===== config.mk =====
export PLATFORM = sky130hd
export DESIGN_NAME = glitc_intercom_align_ctrl_flat
export DESIGN_NICKNAME = d
export VERILOG_FILES = /design/src/rtl/glitc_intercom_pkg.sv /design/src/rtl/glitc_intercom_align_ctrl_if.sv /design/src/rtl/glitc_intercom_align_ctrl.sv /design/src/flat_wrapper.sv
export SDC_FILE = /design/constraint.sdc
export NUM_CORES = 1
export LEC_CHECK = 0
export CORE_MARGIN = 2
export CORE_UTILIZATION = 40
export CTS_CLUSTER_DIAMETER = 120
export DETAILED_ROUTE_END_ITERATION = 8
export GPL_ROUTABILITY_DRIVEN = 1
export PLACE_DENSITY_LB_ADDON = 0.2
export SYNTH_ARGS = -nofsm -noshare
export SYNTH_HDL_FRONTEND = slang
export SYNTH_SLANG_ARGS = --single-unit

===== constraint.sdc =====
create_clock -name sysclk_i -period 2.6 [get_ports sysclk_i]
set_clock_uncertainty 0.15 [all_clocks]
set_input_delay 0.52 -clock sysclk_i [delete_from_list [all_inputs] [get_ports sysclk_i]]
set_output_delay 0.52 -clock sysclk_i [all_outputs]
set_load 0.02 [all_outputs]

===== src/rtl/glitc_intercom_pkg.sv =====
// glitc_intercom_pkg: shared state encoding, counter widths and saturating increment for lane alignment.
package glitc_intercom_pkg;

    typedef enum logic [2:0] {
        ST_IDLE,
        ST_SETTLE,
        ST_CHECK,
        ST_SLIP,
        ST_LOCKED,
        ST_FAIL
    } state_t;

    localparam logic [3:0] DEF_TRAIN_PATTERN = 4'b1100;

    localparam int SLIP_W   = 4;
    localparam int MATCH_W  = 8;
    localparam int ERR_W    = 8;
    localparam int SETTLE_W = 4;
    localparam int LOSS_W   = 4;

    function automatic logic [7:0] sat_inc(input logic [7:0] v);
        return (v == 8'hff) ? v : v + 8'd1;
    endfunction

endpackage


===== src/rtl/glitc_intercom_align_ctrl_if.sv =====
// glitc_intercom_align_ctrl_if: control/status bundle between a lane aligner and its ISERDES/resync neighbour.
interface glitc_intercom_align_ctrl_if;
    import glitc_intercom_pkg::*;

    logic                align_req_i;
    logic                train_i;
    logic [3:0]          oq_i;
    logic                bitslip_o;
    logic                busy_o;
    logic                locked_o;
    logic                fail_o;
    logic [SLIP_W-1:0]   slip_count_o;
    logic [ERR_W-1:0]    err_count_o;

    modport master (
        output align_req_i, train_i, oq_i,
        input  bitslip_o, busy_o, locked_o, fail_o, slip_count_o, err_count_o
    );

    modport slave (
        input  align_req_i, train_i, oq_i,
        output bitslip_o, busy_o, locked_o, fail_o, slip_count_o, err_count_o
    );

endinterface


===== src/rtl/glitc_intercom_align_ctrl.sv =====
// glitc_intercom_align_ctrl: bitslip-based word alignment of one intercom lane against a training pattern.
// Outputs are decoded straight from registered state and counters, so nothing combinational reaches them.
import glitc_intercom_pkg::*;

module glitc_intercom_align_ctrl #(
    parameter logic [3:0]  TRAIN_PATTERN = DEF_TRAIN_PATTERN,
    parameter int unsigned SETTLE_CYCLES = 4,
    parameter int unsigned LOCK_COUNT    = 16,
    parameter int unsigned MAX_SLIPS     = 8,
    parameter int unsigned LOSS_ERRORS   = 4
) (
    input logic                        sysclk_i,
    input logic                        rst_i,
    glitc_intercom_align_ctrl_if.slave lane
);

    state_t                state_q, state_d;
    logic [SETTLE_W-1:0]   settle_q, settle_d;
    logic [MATCH_W-1:0]    match_q, match_d;
    logic [SLIP_W-1:0]     slip_q, slip_d;
    logic [ERR_W-1:0]      err_q, err_d;
    logic [LOSS_W-1:0]     loss_q, loss_d;
    logic [7:0]            loss_next;
    logic                  hit;

    assign hit       = lane.oq_i == TRAIN_PATTERN;
    assign loss_next = sat_inc(8'(loss_q));

    always_comb begin
        state_d  = state_q;
        settle_d = settle_q;
        match_d  = match_q;
        slip_d   = slip_q;
        err_d    = err_q;
        loss_d   = loss_q;
        case (state_q)
            ST_IDLE, ST_FAIL: begin
                if (lane.align_req_i) begin
                    state_d  = ST_SETTLE;
                    settle_d = '0;
                    match_d  = '0;
                    slip_d   = '0;
                    err_d    = '0;
                    loss_d   = '0;
                end
            end
            ST_SETTLE: begin
                if (settle_q == SETTLE_W'(SETTLE_CYCLES - 1)) begin
                    state_d = ST_CHECK;
                    match_d = '0;
                end else begin
                    settle_d = settle_q + 1'b1;
                end
            end
            ST_CHECK: begin
                if (hit) begin
                    if (match_q == MATCH_W'(LOCK_COUNT - 1)) begin
                        state_d = ST_LOCKED;
                        loss_d  = '0;
                    end else begin
                        match_d = match_q + 1'b1;
                    end
                end else begin
                    state_d = (slip_q < SLIP_W'(MAX_SLIPS)) ? ST_SLIP : ST_FAIL;
                end
            end
            ST_SLIP: begin
                slip_d   = slip_q + 1'b1;
                settle_d = '0;
                state_d  = ST_SETTLE;
            end
            ST_LOCKED: begin
                // A restart request outranks a loss-of-lock on the same cycle and clears err_count.
                if (lane.align_req_i) begin
                    state_d  = ST_SETTLE;
                    settle_d = '0;
                    match_d  = '0;
                    slip_d   = '0;
                    err_d    = '0;
                    loss_d   = '0;
                end else if (lane.train_i && !hit) begin
                    err_d = sat_inc(err_q);
                    if (loss_next == 8'(LOSS_ERRORS)) begin
                        state_d  = ST_SETTLE;
                        settle_d = '0;
                        match_d  = '0;
                        slip_d   = '0;
                        loss_d   = '0;
                    end else begin
                        loss_d = loss_next[LOSS_W-1:0];
                    end
                end else begin
                    loss_d = '0;
                end
            end
            default: state_d = ST_IDLE;
        endcase
    end

    always_ff @(posedge sysclk_i) begin
        if (rst_i) begin
            state_q  <= ST_IDLE;
            settle_q <= '0;
            match_q  <= '0;
            slip_q   <= '0;
            err_q    <= '0;
            loss_q   <= '0;
        end else begin
            state_q  <= state_d;
            settle_q <= settle_d;
            match_q  <= match_d;
            slip_q   <= slip_d;
            err_q    <= err_d;
            loss_q   <= loss_d;
        end
    end

    assign lane.bitslip_o    = state_q == ST_SLIP;
    assign lane.busy_o       = (state_q == ST_SETTLE) || (state_q == ST_CHECK) || (state_q == ST_SLIP);
    assign lane.locked_o     = state_q == ST_LOCKED;
    assign lane.fail_o       = state_q == ST_FAIL;
    assign lane.slip_count_o = slip_q;
    assign lane.err_count_o  = err_q;

endmodule


===== src/flat_wrapper.sv =====
// flat-port wrapper written by rule: the top's interface ports become plain ports
module glitc_intercom_align_ctrl_flat 
#(
    parameter logic [3:0]  TRAIN_PATTERN = DEF_TRAIN_PATTERN,
    parameter int unsigned SETTLE_CYCLES = 4,
    parameter int unsigned LOCK_COUNT    = 16,
    parameter int unsigned MAX_SLIPS     = 8,
    parameter int unsigned LOSS_ERRORS   = 4
)
  (sysclk_i, rst_i, lane_align_req_i, lane_train_i, lane_oq_i, lane_bitslip_o, lane_busy_o, lane_locked_o, lane_fail_o, lane_slip_count_o, lane_err_count_o);
  glitc_intercom_align_ctrl_if lane_i ();
  input logic sysclk_i;
  input logic rst_i;
  input wire logic [$bits(lane_i.align_req_i)-1:0] lane_align_req_i;
  input wire logic [$bits(lane_i.train_i)-1:0] lane_train_i;
  input wire logic [$bits(lane_i.oq_i)-1:0] lane_oq_i;
  output wire logic [$bits(lane_i.bitslip_o)-1:0] lane_bitslip_o;
  output wire logic [$bits(lane_i.busy_o)-1:0] lane_busy_o;
  output wire logic [$bits(lane_i.locked_o)-1:0] lane_locked_o;
  output wire logic [$bits(lane_i.fail_o)-1:0] lane_fail_o;
  output wire logic [$bits(lane_i.slip_count_o)-1:0] lane_slip_count_o;
  output wire logic [$bits(lane_i.err_count_o)-1:0] lane_err_count_o;
  assign lane_i.align_req_i = lane_align_req_i;
  assign lane_i.train_i = lane_train_i;
  assign lane_i.oq_i = lane_oq_i;
  assign lane_bitslip_o = lane_i.bitslip_o;
  assign lane_busy_o = lane_i.busy_o;
  assign lane_locked_o = lane_i.locked_o;
  assign lane_fail_o = lane_i.fail_o;
  assign lane_slip_count_o = lane_i.slip_count_o;
  assign lane_err_count_o = lane_i.err_count_o;
  glitc_intercom_align_ctrl #(.TRAIN_PATTERN(TRAIN_PATTERN), .SETTLE_CYCLES(SETTLE_CYCLES), .LOCK_COUNT(LOCK_COUNT), .MAX_SLIPS(MAX_SLIPS), .LOSS_ERRORS(LOSS_ERRORS)) u_core (.sysclk_i(sysclk_i), .rst_i(rst_i), .lane(lane_i));
endmodule

==> summary.md <==
| Metric | Value |
|---|---|
| Sw Share | 31.96% |
| Root Buffer Master | clkbuf_8 |
| Total Routing Usage GR | 18.43% |
| PortBufs | 23 |
| Vias in the first global route | 1692 |
| DRC viols | 0 |
| Part of the power in registers | 40.7% |
| Top Ports | 24 |
| Setup TNS | 0 ps |
| CTS Hold Bufs | 0 |
| Post-Syn Nets | 234 |
| Part of the cycle the worst path needs | 94.97% |
| GRT busiest layer | met2 |
| Post-Layout Cell Count | 304 |
| Synth unique cells | 59 |
| Ant diodes | 0 |
| Least-Margin Pin Slew | 558.1 ps |
| Syn. warnings | 0 |
| Post-Syn Area | 1847 um^2 |
| F_max | 405.0 MHz |
| Slew headroom | 62.74% |
| Final setup viols | 0 |
| Type of destination of the critical path | output port |
| # placed instances | 296 |
| Seq cells post-synth | 31 |
| Worst Path Max Fanout | 16 |
| Worst vdd ir | 372.9 uV |
| Area post-placement | 2175 um^2 |
| Largest net degree at the start of global routing | 23 |
| Status | completed |
| Initial antenna violation count | 0 |
| Avg WL per Cell | 14.04 um |
| Commonest non-fill, non-tap cell in the layout | dfxtp_1 |
| CP Class | reg2out |
| Period minus WS final | 2469 ps |
| Max Cap Viol | 0 |
| Req. time, crit path | 1930 ps |
| Core Area | 4414 um^2 |
| FP Rows | 24 |
| Initial core utilization | 41.84% |
| Clock sink count | 31 |
| Clock Tree Buf Depth | 2 |
| Final hold viol count | 0 |
| Via/cell ratio | 5.836 |
| Commonest cells after routing, fill and taps aside | dfxtp_1, clkdlybuf4s50_1, nor2_1 |
| Slowest cell on the critical path | dfxtp_1 |
| Overall Power | 0.001304 W |
| P_sw | 0.0004167 W |
| Routing usage on met1 | 24.59% |
| Internal | 0.0008872 W |
| Area growth, synth to finish | 23.24% |
| Clock Power Share | 32.7% |
| Die X | 71.95 um |
| Synth Instances | 221 |
| GR Overflow Total | 0 |
| Startpoint Class | flip-flop |
| Critical path, cell by cell | nor2b_1 > and2_1 > clkdlybuf4s50_1 |
| H-tree Lvls | 2 |
| Antenna-violating nets left | 0 |
| Global-route wire length before repair | 7686 um |
| Final Net Count | 264 |
| Post-synth EDFFs | 0 |
| Power density cells | 572.9 nW/um^2 |
| Layout cells sized above 1 | 13.10% |
| GR Layer Usage met3 | 3.889% |
| Drt total wl | 4269 um |
| Prevailing post-synth register cell | dfxtp_1 |
| Max Slew Vio Count | 0 |
| DIE HEIGHT | 71.95 um |
| Vias | 1774 |
| Pleak | 0.8065 nW |
| Syn_area_per_cell | 8.356 um^2 |
| Tightest Hold Check Type | reg2reg |
| Fin area | 2276 um^2 |
| Clk_lat worst skew | 280 ps |
| Initial drt markers | 84 |
| CTS tree | done |
| Post-DP HPWL | 3002 um |
| Met2 usage | 29.01% |
| RSZ-0062 raised after global routing | false |
| Slowest cell delay on critical path | 670 ps |
| Arrival @ worst endpoint | 1800 ps |
| Clk slew on worst S/H paths | 70 ps |
| Routability congestion estimate from global placement | 0.7980 |
| TritonRoute pass-1 iters | 4 |
| Combinational share of power | 26.6% |
| Die ar. | 5176 um^2 |
| Num CTS Buffers | 5 |
| Sequential area share after synthesis | 33.60% |
| Asr flop ratio synth | 0% |
[cell type report]
cell class	count	area, um^2
clock buffers	8	100.1
fillers	405	2138
inverters	6	22.52
multi-input cells	173	1154
flip-flops and latches	31	621.8
well taps	52	65.06
repair buffers	34	312.8
[cells by family after synthesis]
| kind of cell | Yosys count | share of synthesized area [%] |
|---|---|---|
| simple gates | 94 | 29.20 |
| compound gates | 64 | 24.32 |
| flops | 31 | 33.60 |
| buf+inv | 17 | 4.268 |
| xor+xnor | 5 | 2.371 |
| mux | 5 | 2.846 |
| fa+ha+maj | 5 | 3.388 |
[repair_timing]
item,CTS,global route
gates resized for setup,0,1
setup endpoints to repair,0,2
buffers inserted,0,0
[critical path, delay by kind of cell (launching register included)]
kind          cells  cell delay [ps]
buf+inv           1              530
simple gates      2              320
flops             1              670
[registers in the layout, indices dropped and copies added, names as in the netlist]
| register | count |
|---|---|
| u_core.loss_q | 4 |
| u_core.lane.slip_count_o | 4 |
| u_core.match_q | 8 |
| u_core.lane.err_count_o | 8 |
| u_core.state_q | 3 |
| u_core.settle_q | 4 |
[per-layer routing]
layer,vias to the layer above,share of wire (%)
met5,-,0
met4,0,1.5
met3,6,4.1
met2,37,44
met1,836,50
li1,895,-
[synthesized netlist by cell type, types with 5 or more instances]
cell / instances / area share [%]
nand3_1: 12 / 3.3
o21ai_1: 8 / 2.2
xnor2_1: 5 / 2.4
nor2_1: 18 / 3.7
nand2_1: 16 / 3.3
nand4_1: 5 / 1.7
a21oi_1: 17 / 4.6
ha_1: 5 / 3.4
nor3_1: 6 / 1.6
inv_1: 6 / 1.2
dfxtp_1: 31 / 34
clkbuf_1: 5 / 1.0
[path summary, 6_finish.rpt]
kind / slack [ps] / end / startpoint / depth (start not counted)
worst min register to register: 360 / u_core.match_q[7] / u_core.match_q[7] / 2
worst min-delay path: 360 / u_core.match_q[7] / u_core.match_q[7] / 2
worst max register to register: 420 / u_core.state_q[0] / u_core.state_q[2] / 7
worst max-delay path: 130 / lane_bitslip_o / u_core.state_q[2] / 3
[per-stage QoR]
| step | hold slack (ps) | util, % | setup WS, ps |
|---|---|---|---|
| 5_1_grt | 389.4 | 51.56 | 2.967 |
| 3_3_place_gp | 346.2 | 49.26 | 128.0 |
| 3_5_place_dp | 348.3 | 49.26 | 122.0 |
| 2_1_floorplan | 317.8 | - | 551.9 |
| 6_report | 364.0 | 51.56 | 130.8 |
| 4_1_cts | 362.2 | 51.53 | 78.58 |
[power by group through the flow]
| stage | clock network [W] | logic (W) | registers (W) |
|---|---|---|---|
| 6_report | 0.000427 | 0.000347 | 0.000530 |
| 5_1_grt | 0.000459 | 0.000385 | 0.000534 |
| 4_1_cts | 0.000439 | 0.000349 | 0.000528 |
| 3_5_place_dp | 0 | 0.000348 | 0.000539 |
| 3_3_place_gp | 0 | 0.000347 | 0.000538 |
| 2_1_floorplan | 0 | 0.000246 | 0.000523 |
Note: power is estimated with default switching activity, not from simulation.
